File: config.mk
export PLATFORM = sky130hd
export DESIGN_NAME = restart_scheduler
export DESIGN_NICKNAME = d
export VERILOG_FILES = /design/src/rtl/restart_scheduler.sv
export SDC_FILE = /design/constraint.sdc
export NUM_CORES = 1
export LEC_CHECK = 0
export ABC_AREA = 1
export BUFFER_PORTS_ARGS = -buffer_cell sky130_fd_sc_hd__buf_2
export CELL_PAD_IN_SITES_DETAIL_PLACEMENT = 1
export CELL_PAD_IN_SITES_GLOBAL_PLACEMENT = 2
export CORE_MARGIN = 5
export CORE_UTILIZATION = 29
export CTS_CLUSTER_SIZE = 14
export DETAILED_ROUTE_END_ITERATION = 6
export PLACE_DENSITY_LB_ADDON = 0.05
export SLEW_MARGIN = 20
export SYNTH_ARGS = -nofsm -noshare
export SYNTH_HDL_FRONTEND = slang
export SYNTH_SLANG_ARGS = --single-unit
File: constraint.sdc
create_clock -name clock -period 3.4 [get_ports clock]
set_clock_uncertainty 0.1 [all_clocks]
set_input_delay 0.51 -clock clock [delete_from_list [all_inputs] [get_ports clock]]
set_output_delay 0.51 -clock clock [all_outputs]
set_load 0.05 [all_outputs]
File: src/rtl/restart_scheduler.sv
// restart_scheduler: central arbiter for pipeline restart requests.
// Picks the oldest requester (M > X > D), redirects IF over a valid/ready
// handshake, and holds per-stage flushes until the pipeline has drained.
module restart_scheduler #(
   parameter int FLUSH_CYCLES = 2,
   parameter int PERF_W       = 32
) (
   input  logic              clock,
   input  logic              reset_n,
   input  logic              d_restart,
   input  logic [31:0]       d_restart_pc,
   input  logic              x_restart,
   input  logic [31:0]       x_restart_pc,
   input  logic              m_restart,
   input  logic [31:0]       m_restart_pc,
   input  logic              f_ready,
   output logic              restart_valid,
   output logic [31:0]       restart_pc,
   output logic              flush_D,
   output logic              flush_X,
   output logic              flush_M,
   output logic              busy,
   output logic [PERF_W-1:0] perf_restarts,
   output logic [PERF_W-1:0] perf_dropped,
   output logic [PERF_W-1:0] perf_stall
);

   localparam int CNT_W = (FLUSH_CYCLES > 1) ? $clog2(FLUSH_CYCLES) : 1;

   typedef enum logic [1:0] {
      IDLE     = 2'd0,
      REDIRECT = 2'd1,
      DRAIN    = 2'd2
   } state_t;

   state_t             state, state_n;
   logic [1:0]         rank, rank_n;
   logic [31:0]        pc_n;
   logic [CNT_W-1:0]   cnt, cnt_n;

   logic [1:0]         win_rank;
   logic [31:0]        win_pc;
   logic [1:0]         req_cnt;
   logic [1:0]         drop_inc;
   logic               restart_inc;
   logic               stall_inc;
   logic               busy_n;

   // Same-cycle winner: the oldest stage (highest rank) wins; also count requesters.
   always_comb begin
      // NOTE: every variable gets a default before any branch, otherwise
      // a path that skips the assignment infers a latch.
      win_rank = 2'd0;
      win_pc   = 32'd0;
      if (m_restart) begin
         win_rank = 2'd3;
         win_pc   = m_restart_pc;
      end else if (x_restart) begin
         win_rank = 2'd2;
         win_pc   = x_restart_pc;
      end else if (d_restart) begin
         win_rank = 2'd1;
         win_pc   = d_restart_pc;
      end
      req_cnt = {1'b0, d_restart} + {1'b0, x_restart} + {1'b0, m_restart};
   end

   // Next-state, latched request and counter increments.
   always_comb begin
      state_n     = state;
      rank_n      = rank;
      pc_n        = restart_pc;
      cnt_n       = cnt;
      drop_inc    = 2'd0;
      restart_inc = 1'b0;
      stall_inc   = 1'b0;
      unique case (state)
         IDLE: begin
            if (req_cnt != 2'd0) begin
               state_n  = REDIRECT;
               rank_n   = win_rank;
               pc_n     = win_pc;
               drop_inc = req_cnt - 2'd1;
            end
         end
         REDIRECT: begin
            stall_inc = ~f_ready;
            // Losers are dropped; on preemption the unaccepted redirect
            // replaces the winner in the drop count, so it is req_cnt either way.
            drop_inc  = req_cnt;
            if (win_rank > rank) begin
               rank_n = win_rank;
               pc_n   = win_pc;
            end else if (f_ready) begin
               state_n     = DRAIN;
               cnt_n       = CNT_W'(FLUSH_CYCLES - 1);
               restart_inc = 1'b1;
            end
         end
         DRAIN: begin
            // An older request preempts; on the last drain cycle any request
            // is served directly so no idle cycle is lost.
            if ((win_rank > rank) || ((cnt == '0) && (req_cnt != 2'd0))) begin
               state_n  = REDIRECT;
               rank_n   = win_rank;
               pc_n     = win_pc;
               drop_inc = req_cnt - 2'd1;
            end else begin
               drop_inc = req_cnt;
               if (cnt == '0) state_n = IDLE;
               else           cnt_n   = cnt - CNT_W'(1);
            end
         end
         default: state_n = IDLE;
      endcase
      busy_n = (state_n != IDLE);
   end

   // State, latched redirect and registered outputs.
   always_ff @(posedge clock or negedge reset_n) begin
      if (!reset_n) begin
         state         <= IDLE;
         rank          <= 2'd0;
         cnt           <= '0;
         restart_pc    <= 32'd0;
         restart_valid <= 1'b0;
         flush_D       <= 1'b0;
         flush_X       <= 1'b0;
         flush_M       <= 1'b0;
         busy          <= 1'b0;
         perf_restarts <= '0;
         perf_dropped  <= '0;
         perf_stall    <= '0;
      end else begin
         // NOTE: non-blocking assignments so every register samples the
         // pre-edge values, independent of statement order.
         state         <= state_n;
         rank          <= rank_n;
         cnt           <= cnt_n;
         restart_pc    <= pc_n;
         restart_valid <= (state_n == REDIRECT);
         flush_D       <= busy_n && (rank_n >= 2'd1);
         flush_X       <= busy_n && (rank_n >= 2'd2);
         flush_M       <= busy_n && (rank_n == 2'd3);
         busy          <= busy_n;
         perf_restarts <= perf_restarts + PERF_W'(restart_inc);
         perf_dropped  <= perf_dropped + PERF_W'(drop_inc);
         perf_stall    <= perf_stall + PERF_W'(stall_inc);
      end
   end

endmodule

== After elaboration in Yosys (flattened, before gate mapping) ==
Cells that the tools add are included.

* Input port bits: 102
* Output and inout port bits: 133
* Logic and storage cells: 78
* Flip-flop bits (word level): 138

* Magnitude comparators: 3
* Bitwise operators: 2
* Muxes and demuxes: 32
* Equal/unequal tests: 10
* Add/sub/neg operators: 7
* Reductions and logical operators: 12

{| class="wikitable"
|+ Operator list
! operator !! number
|-
| two-way mux 32 bit || 6
|-
| case mux 32 bit (3 select lines) || 1
|-
| adder 32 x 1 -> 32 bit || 2
|-
| adder 32 x 2 -> 32 bit || 1
|-
| two-way mux 2 bit || 12
|-
| case mux 2 bit (3 select lines) || 3
|-
| != test 2 bit (second input constant) || 6
|-
| two-way mux 1 bit || 9
|-
| AND reduction 4 bit || 2
|-
| nonzero test 2 bit || 3
|-
| equality test 2 x 1 -> 1 bit (second input constant) || 2
|-
| equality test 2 bit (second input constant) || 2
|-
| logical AND 1 bit || 4
|-
| nonzero test 3 bit || 1
|-
| adder 1 x 1 -> 2 bit || 1
|-
| adder 2 x 1 -> 2 bit || 1
|-
| >= comparator 2 x 1 -> 1 bit (second input constant) || 1
|-
| >= comparator 2 bit (second input constant) || 1
|-
| > comparator 2 bit || 1
|-
| zero test 2 bit || 1
|-
| inverter 1 bit || 2
|-
| case mux 1 bit (2 select lines) || 1
|-
| subtractor 2 x 1 -> 2 bit (second input constant) || 1
|-
| logical OR 1 bit || 1
|-
| subtractor 1 bit (second input constant) || 1
|}

== Depth between registers and ports, before layout ==
Gate-level depths: netlist of the first run.

* Depth in word-level cells: 9
* Depth in mapped cells: 25
* Gate-level depth less buffers: 24

== Worst setup path before layout of the first run ==
Ideal clock, no wire load.

* Path type: input -> register
* Start point: in d_restart
* End point: reg perf_dropped[24]
* Arrival: 3.430 ns
* Stages on the path: 19
* Setup slack: -0.254 ns
* Path through: fa_1 > inv_1 > ha_1 > inv_1 > nand2_1 > nand2_1 > nand2_1 > o211ai_1 > ha_1 > inv_1 > fa_1 > nand3b_1 > nor2_2 > nand2_2 > nor2_4 > nand2_2 > nor2_4 > nand2_1 > xor2_1

* Cells in the longest elaborated chain, start to end: 8

{| class="wikitable"
|+ RTL lines
! item !! line !! source
|-
| start: declaration || 10 || <nowiki>input logic d_restart,</nowiki>
|-
| branches (longest 6 deep; another with adder 1 x 1 -> 2 bit) || -- ||
|-
| case mux 2 bit (3 select lines) (*) || 77 || <nowiki>unique case (state)</nowiki>
|-
| adder 32 x 2 -> 32 bit (*) || 147 || <nowiki>perf_dropped <= perf_dropped + PERF_W'(drop_inc);</nowiki>
|-
| end signal: assignment || 147 ||
|-
| end: declaration || 24 || <nowiki>output logic [PERF_W-1:0] perf_dropped,</nowiki>
|}

Mark *: on every way between the ends.
A chain may end at the register's enable or synchronous reset.

== Worst setup path in the final report of the first run ==
* Start point: in d_restart
* End point: reg perf_dropped[20]

Same word-level chain as after synthesis.

==> run_results.csv, run 1 <==
group,metric,value,unit
run_status,status,"completed",
timing,tns,0,ns
synthesis,synth_cells,875,
timing,rsz0062_at_grt,"yes",
finish,finalNetCount,1269,
worst_setup_path,setup.worst_path.start_class,"primary input",
power_and_ir_drop,comb_power_share,41.4,%
synthesis,synth_edf_count,0,
timing,worst_hold_slack,0.272,ns
die,start_util,29.6,%
finish,drive_gt1_share,30.2,%
die,dieArea,28200,µm²
worst_setup_path,end_kind,"flop",
synthesis,syn_area,7240,µm²
place,routabilityCongestion,0.794,
power_and_ir_drop,power.share.clock,27.6,%
synthesis,synth_top_cell_by_area,"dfrtp_1",
worst_setup_path,critPathArrivalTime,3.60,ns
worst_setup_path,path_class,"in -> reg",
cts,numCtsBuffers,17,
worst_setup_path,r2r_end,"perf_dropped[20]",
grt,grt_pass1_vias,7297,
finish,final_core_util,40.2,%
drt,ant_nets,0,
power_and_ir_drop,swShare,44.6,%
synthesis,synth_nets,991,
synthesis,synth.area.top_cells,"dfrtp_1 48%, nand2_1 10%, xor2_1 6.9%",
power_and_ir_drop,seq_power_share,30.9,%
synthesis,synthDistinctLibCells,31,
cts,clkTransAtPathRegs,0.07,ns
worst_setup_path,reg2reg_from,"rank[1]",
grt,grt_use_total,17.1,%
cts,cts.sinks,138,
grt,antenna_found_initial,5,
worst_setup_path,cp_max_fo,4,
drt,post_drt_wl_per_cell,15.9,µm
min_path,min_to,"restart_pc[17]",
drt,dr.pass1.iters,4,
finish,nFillCells,3041,
grt,grt_max_degree,65,
cts,clk_path_buf_depth,2,
die,boundaryPins,235,
power_and_ir_drop,power_leakage,5.09,nW
power_and_ir_drop,power.internal,4.12,mW
synthesis,ys_seq_area_share,47.7,%
power_and_ir_drop,p_switching,3.32,mW
min_path,hold_class,"in -> reg",
drt,drc,0,
die,num_rows,57,
worst_setup_path,critPathLaunch,"d_restart",
die,die_h,168,µm
worst_setup_path,cp.required,3.65,ns
synthesis,synth_common_cells,"195 x nand2_1, 138 x dfrtp_1, 128 x nor2_1",
cts,clk_latency,0.42,ns
worst_setup_path,worst-r2r-cell-count,20,
timing,tightest_slew,0.624,ns
timing,slew_violations,0,
grt,grt_first_pass_wirelength,39.1,mm
worst_setup_path,ff2ff_setup_slack,0.15,ns
place,port_buffers,234,
drt,vias,6688,
min_path,worstHoldStart,"m_restart_pc[17]",
synthesis,synth_most_common_cell,"nand2_1",
timing,relSlewSlack,58.4,%
grt,grt_overflow,0,
timing,setup_viol,0,
cts,cts_tree,"yes",
place,dp_hpwl,18.7,mm
synthesis,synth.avg_cell_area,8.28,µm²
synthesis,ys_seq_elements,138,
power_and_ir_drop,power_density,757,nW/µm²
synthesis,synthFlopType,"dfrtp_1",
cts,root_buffer,"clkbuf_16",
finish,area_growth,35.8,%
timing,finalCriticalPeriod,3.35,ns
synthesis,async_flop_share,100,%
cts,htree_num_levels,4,
drt,routed_via_density,4.49,
die,fp.dieW,168,µm
power_and_ir_drop,ir_drop,0.331,mV
synthesis,yosys.area.top_type_share,47.7,%
drt,first_iter_violations,228,
min_path,holdPathStages,3,
timing,hold_viol_final,0,
timing,period_share,98.6,%
drt,wl,23.8,mm
die,core,24500,µm²
job,max_cap_viol_count,0,
synthesis,ys_warn_count,0,
timing,max_freq,298,MHz
how the worst max path moves through the flow:
stage                            end  slack (ns)  depth (start not counted)
global route        perf_dropped[24]       -0.14                         20
finish              perf_dropped[20]        0.05                         20
detailed placement  perf_dropped[24]       -0.46                         20
global placement    perf_dropped[24]       -0.38                         20
CTS                 perf_dropped[24]        0.02                         20
floorplan           perf_dropped[24]       -0.22                         19
power by group through the flow:
stage               Sequential (mW)  Combinational, mW  Clock (mW)
finish                         2.30               3.08        2.06
detailed placement             2.33               3.05           0
global route                   2.36               3.39        2.19
global placement               2.32               3.04           0
CTS                            2.31               3.06        2.12
floorplan                      3.43               1.03           0
area by class of cell:
type	count	area (µm²)	share of cell area, %
Clock inverter	14	209	2.12
Multi-Input combinational cell	636	3440	35.0
Clock buffer	18	439	4.47
Inverter	76	288	2.93
Sequential cell	138	3450	35.1
Timing Repair Buffer	284	1600	16.2
Antenna cell	1	2.50	0.0254
Tap cell	324	405	4.12
kinds of logic (layout without fill, tap and decap cells):
logic type / count (synthesis) / in the layout / share of synthesized area, %
other: 0 / 1 / 0
adder cells (fa/ha/maj): 14 / 14 / 2.63
XOR/XNOR: 87 / 87 / 10.5
buffers and inverters: 101 / 392 / 5.55
AND/OR/NAND/NOR: 432 / 432 / 26.3
flip-flops: 138 / 138 / 47.7
AO/OA/AOI/OAI: 103 / 103 / 7.29
sequential cells by signal (all words and copies together), names as in the netlist:
register	cells
perf_dropped	32
perf_restarts	32
perf_stall	32
restart_pc	32
rank	2
state	2
busy	1
cnt	1
flush_D	1
flush_M	1
flush_X	1
restart_valid	1
critical path, stage by stage:
cell and delay (ns):
buf_8 0.10, fa_1 0.57, inv_2 0.06, ha_4 0.17, inv_4 0.05, nand2_4 0.05, nand2_2 0.07, nand2_2 0.06
o211ai_1 0.21, ha_2 0.22, inv_2 0.04, fa_2 0.36, nand3b_1 0.23, nor2_4 0.19, nand2_4 0.09, nor2_4 0.10
nand2_2 0.07, nor2_4 0.15, buf_4 0.13, xor2_1 0.13
layer usage:
metal / global-route usage, % / up-vias / routed length (µm)
met5: 0 / - / 42
met1: 20.5 / 3110 / 10100
met2: 29.1 / 175 / 11300
met3: 7.20 / 23 / 2120
li1: - / 3372 / -
met4: 3.49 / 8 / 223
stage by stage:
step,instances,instance area (µm²),power [mW],setup slack (ns)
6_report,1491,9830,7.44,0.0475
3_3_place_gp,1446,9030,5.36,-0.382
4_1_cts,1479,9690,7.49,0.0189
3_5_place_dp,1446,9030,5.38,-0.457
5_1_grt,1491,9830,7.95,-0.140
2_1_floorplan,875,7260,4.46,-0.216
placed cells by master, fill, tap and decap left out, types with 3 or more instances in the layout:
| cell type | instances |
|---|---|
| ha_1 | 10 |
| nor4_1 | 11 |
| o21ai_0 | 32 |
| nor2_4 | 5 |
| xor2_1 | 57 |
| bufinv_16 | 4 |
| inv_6 | 4 |
| nand3_2 | 7 |
| nor3_2 | 3 |
| nand4_1 | 18 |
| nand2_2 | 5 |
| nand3_1 | 24 |
| clkinv_4 | 4 |
| nor2_2 | 4 |
| buf_4 | 47 |
| nor3_1 | 25 |
| inv_2 | 3 |
| clkbuf_16 | 17 |
| dfrtp_1 | 138 |
| xnor2_1 | 30 |
| nand2_1 | 191 |
| inv_1 | 72 |
| nor2_1 | 127 |
| nand3b_1 | 6 |
| a21oi_1 | 66 |
| buf_2 | 231 |
repair_timing:
action | 4_1_cts | 5_1_grt
endpoints found under the setup margin | 1 | 9
setup buffers | 0 | 11
pin swaps | 1 | 9
hold endpoints to repair | 6 | 0
gates resized for setup | 0 | 18
hold buffers | 1 | 0
Power figures use the tool's default switching activity.
==> run 2, diff against run 1 <==
--- a/config.mk
+++ b/config.mk
@@ -9,11 +9,12 @@
 export BUFFER_PORTS_ARGS = -buffer_cell sky130_fd_sc_hd__buf_2
 export CELL_PAD_IN_SITES_DETAIL_PLACEMENT = 1
 export CELL_PAD_IN_SITES_GLOBAL_PLACEMENT = 2
-export CORE_MARGIN = 5
+export CORE_ASPECT_RATIO = 0.7
+export CORE_MARGIN = 2
 export CORE_UTILIZATION = 29
 export CTS_CLUSTER_SIZE = 14
 export DETAILED_ROUTE_END_ITERATION = 6
-export PLACE_DENSITY_LB_ADDON = 0.05
+export PLACE_DENSITY_LB_ADDON = 0.1
 export SLEW_MARGIN = 20
 export SYNTH_ARGS = -nofsm -noshare
 export SYNTH_HDL_FRONTEND = slang
==> run_results.csv, run 2 (same netlist as run 1, synthesis figures left out) <==
group,metric,value,unit
drt,ant_nets,0,
worst_setup_path,cpPeakStageDelay,0.57,ns
timing,worst_hold_slack,-0.0107,ns
worst_setup_path,crit_slowest_cell,"fa_1",
worst_setup_path,end_kind,"flop",
power_and_ir_drop,ir_drop,0.369,mV
cts,cts.sinks,138,
cts,clk_latency,0.43,ns
power_and_ir_drop,power_density,754,nW/µm²
drt,routed_via_density,4.48,
worst_setup_path,critPathArrivalTime,3.51,ns
finish,final_cell_mix,"231 x buf_2, 189 x nand2_1, 138 x dfrtp_1",
power_and_ir_drop,power.share.clock,27.3,%
cts,cts_hold_buf,0,
timing,tns,0,ns
cts,clkTransAtPathRegs,0.06,ns
power_and_ir_drop,power.internal,4.11,mW
finish,nFillCells,3032,
worst_setup_path,cp_max_fo,4,
cts,clk_path_buf_depth,2,
drt,drc,0,
cts,cts_tree,"yes",
min_path,hold_class,"in -> async",
finish,final_core_util,39.9,%
timing,rsz0062_at_grt,"yes",
finish,drive_gt1_share,30.4,%
grt,antenna_found_initial,3,
worst_setup_path,cp.required,3.62,ns
finish,finalNetCount,1267,
finish,final_common_cell,"buf_2",
place,port_buffers,234,
place,dpl_cell_area,9030,µm²
timing,worst_slack,0.105,ns
die,die_h,136,µm
timing,max_freq,303,MHz
grt,grt_overflow,0,
finish,final_area,9810,µm²
power_and_ir_drop,seq_power_share,31.2,%
cts,htree_num_levels,4,
power_and_ir_drop,comb_power_share,41.6,%
die,fp.dieW,193,µm
drt,first_iter_violations,240,
place,dp_slack,-0.460,ns
drt,wl,23.4,mm
worst_setup_path,worst-r2r-cell-count,20,
grt,grt_first_pass_wirelength,37.4,mm
drt,dr.pass1.iters,4,
die,dieArea,26300,µm²
place,dp_hpwl,18.2,mm
power_and_ir_drop,swShare,44.4,%
place,routabilityCongestion,0.794,
die,start_util,29.5,%
timing,finalCriticalPeriod,3.30,ns
power_and_ir_drop,power_leakage,5.06,nW
worst_setup_path,path_class,"in -> reg",
timing,period_share,96.9,%
cts,numCtsBuffers,17,
die,num_rows,48,
run_status,violations,"negative hold slack",
die,boundaryPins,235,
run_status,status,"finished with violations",
timing,tightest_slew,0.700,ns
power_and_ir_drop,p_switching,3.28,mW
timing,setup_viol,0,
worst_setup_path,setup.worst_path.start_class,"primary input",
worst_setup_path,crit_chain,"buf_8 -> fa_1 -> inv_2 -> ha_4 -> inv_4 -> nand2_4 -> nand2_4 -> nand2_4 -> o211ai_1 -> ha_2 -> inv_2 -> fa_2 -> nand3b_1 -> nor2_2 -> nand2_2 -> nor2_4 -> nand2_2 -> nor2_4 -> nand2_2 -> xor2_1",
grt,grt_pass1_vias,6974,
timing,slew_violations,0,
timing,relSlewSlack,53.4,%
grt,grt_use_total,18.5,%
finish,area_growth,35.5,%
grt,grt_max_degree,71,
cts,root_buffer,"clkbuf_16",
job,max_cap_viol_count,0,
drt,vias,6669,
drt,post_drt_wl_per_cell,15.7,µm
timing,hold_viol_final,2,
die,core,24600,µm²
[run 2: layer usage]
layer / vias up / wire, µm / GRT usage (%)
met5: - / 24 / 0
met4: 4 / 275 / 4.58
met3: 24 / 1680 / 7.41
met2: 140 / 10400 / 27.9
met1: 3131 / 11000 / 24.7
li1: 3370 / - / -
[run 2: what timing repair did]
item,4_1_cts,5_1_grt
setup buffers,0,9
gates resized for setup,0,24
pin swaps,1,12
endpoints found under the setup margin,2,11
[run 2: final cells by class]
cell class                 instances  area (µm²)  area share [%]
sequential                       138        3450            35.2
clock buffer                      20         457            4.65
multi-input combinational        636        3470            35.4
clock inverter                    11         168            1.71
antenna                            1        2.50          0.0255
tap                              325         407            4.14
inverter                          76         288            2.93
timing repair buffer             282        1570            16.0
[run 2: stage by stage]
step                power, mW  cells
floorplan                4.46    875
finish                   7.39   1489
global route             7.91   1488
detailed placement       5.36   1448
global placement         5.31   1448
CTS                      7.43   1479
[run 2: critical path: cells and delay by family]
family | cells | cell delay [ns]
compound gates | 1 | 0.21
xor+xnor | 1 | 0.14
fa+ha+maj | 4 | 1.32
buf+inv | 4 | 0.26
simple gates | 10 | 1.08
[run 2: power groups by stage]
stage / sequential [mW] / clock [mW] / combinational, mW
finish: 2.30 / 2.02 / 3.07
global route: 2.37 / 2.16 / 3.38
CTS: 2.31 / 2.08 / 3.04
detailed placement: 2.33 / 0 / 3.03
global placement: 2.33 / 0 / 2.99
floorplan: 3.43 / 0 / 1.03
[run 2: final timing paths]
path                                    from                 to  slack, ns
min                                  reset_n     restart_pc[20]      -0.01
max reg2reg                          rank[1]   perf_dropped[24]       0.21
max in group asynchronous            reset_n    perf_dropped[7]       2.35
max                                x_restart   perf_dropped[24]       0.10
min in group clock          m_restart_pc[16]     restart_pc[16]       0.27
min reg2reg                perf_restarts[31]  perf_restarts[31]       0.36
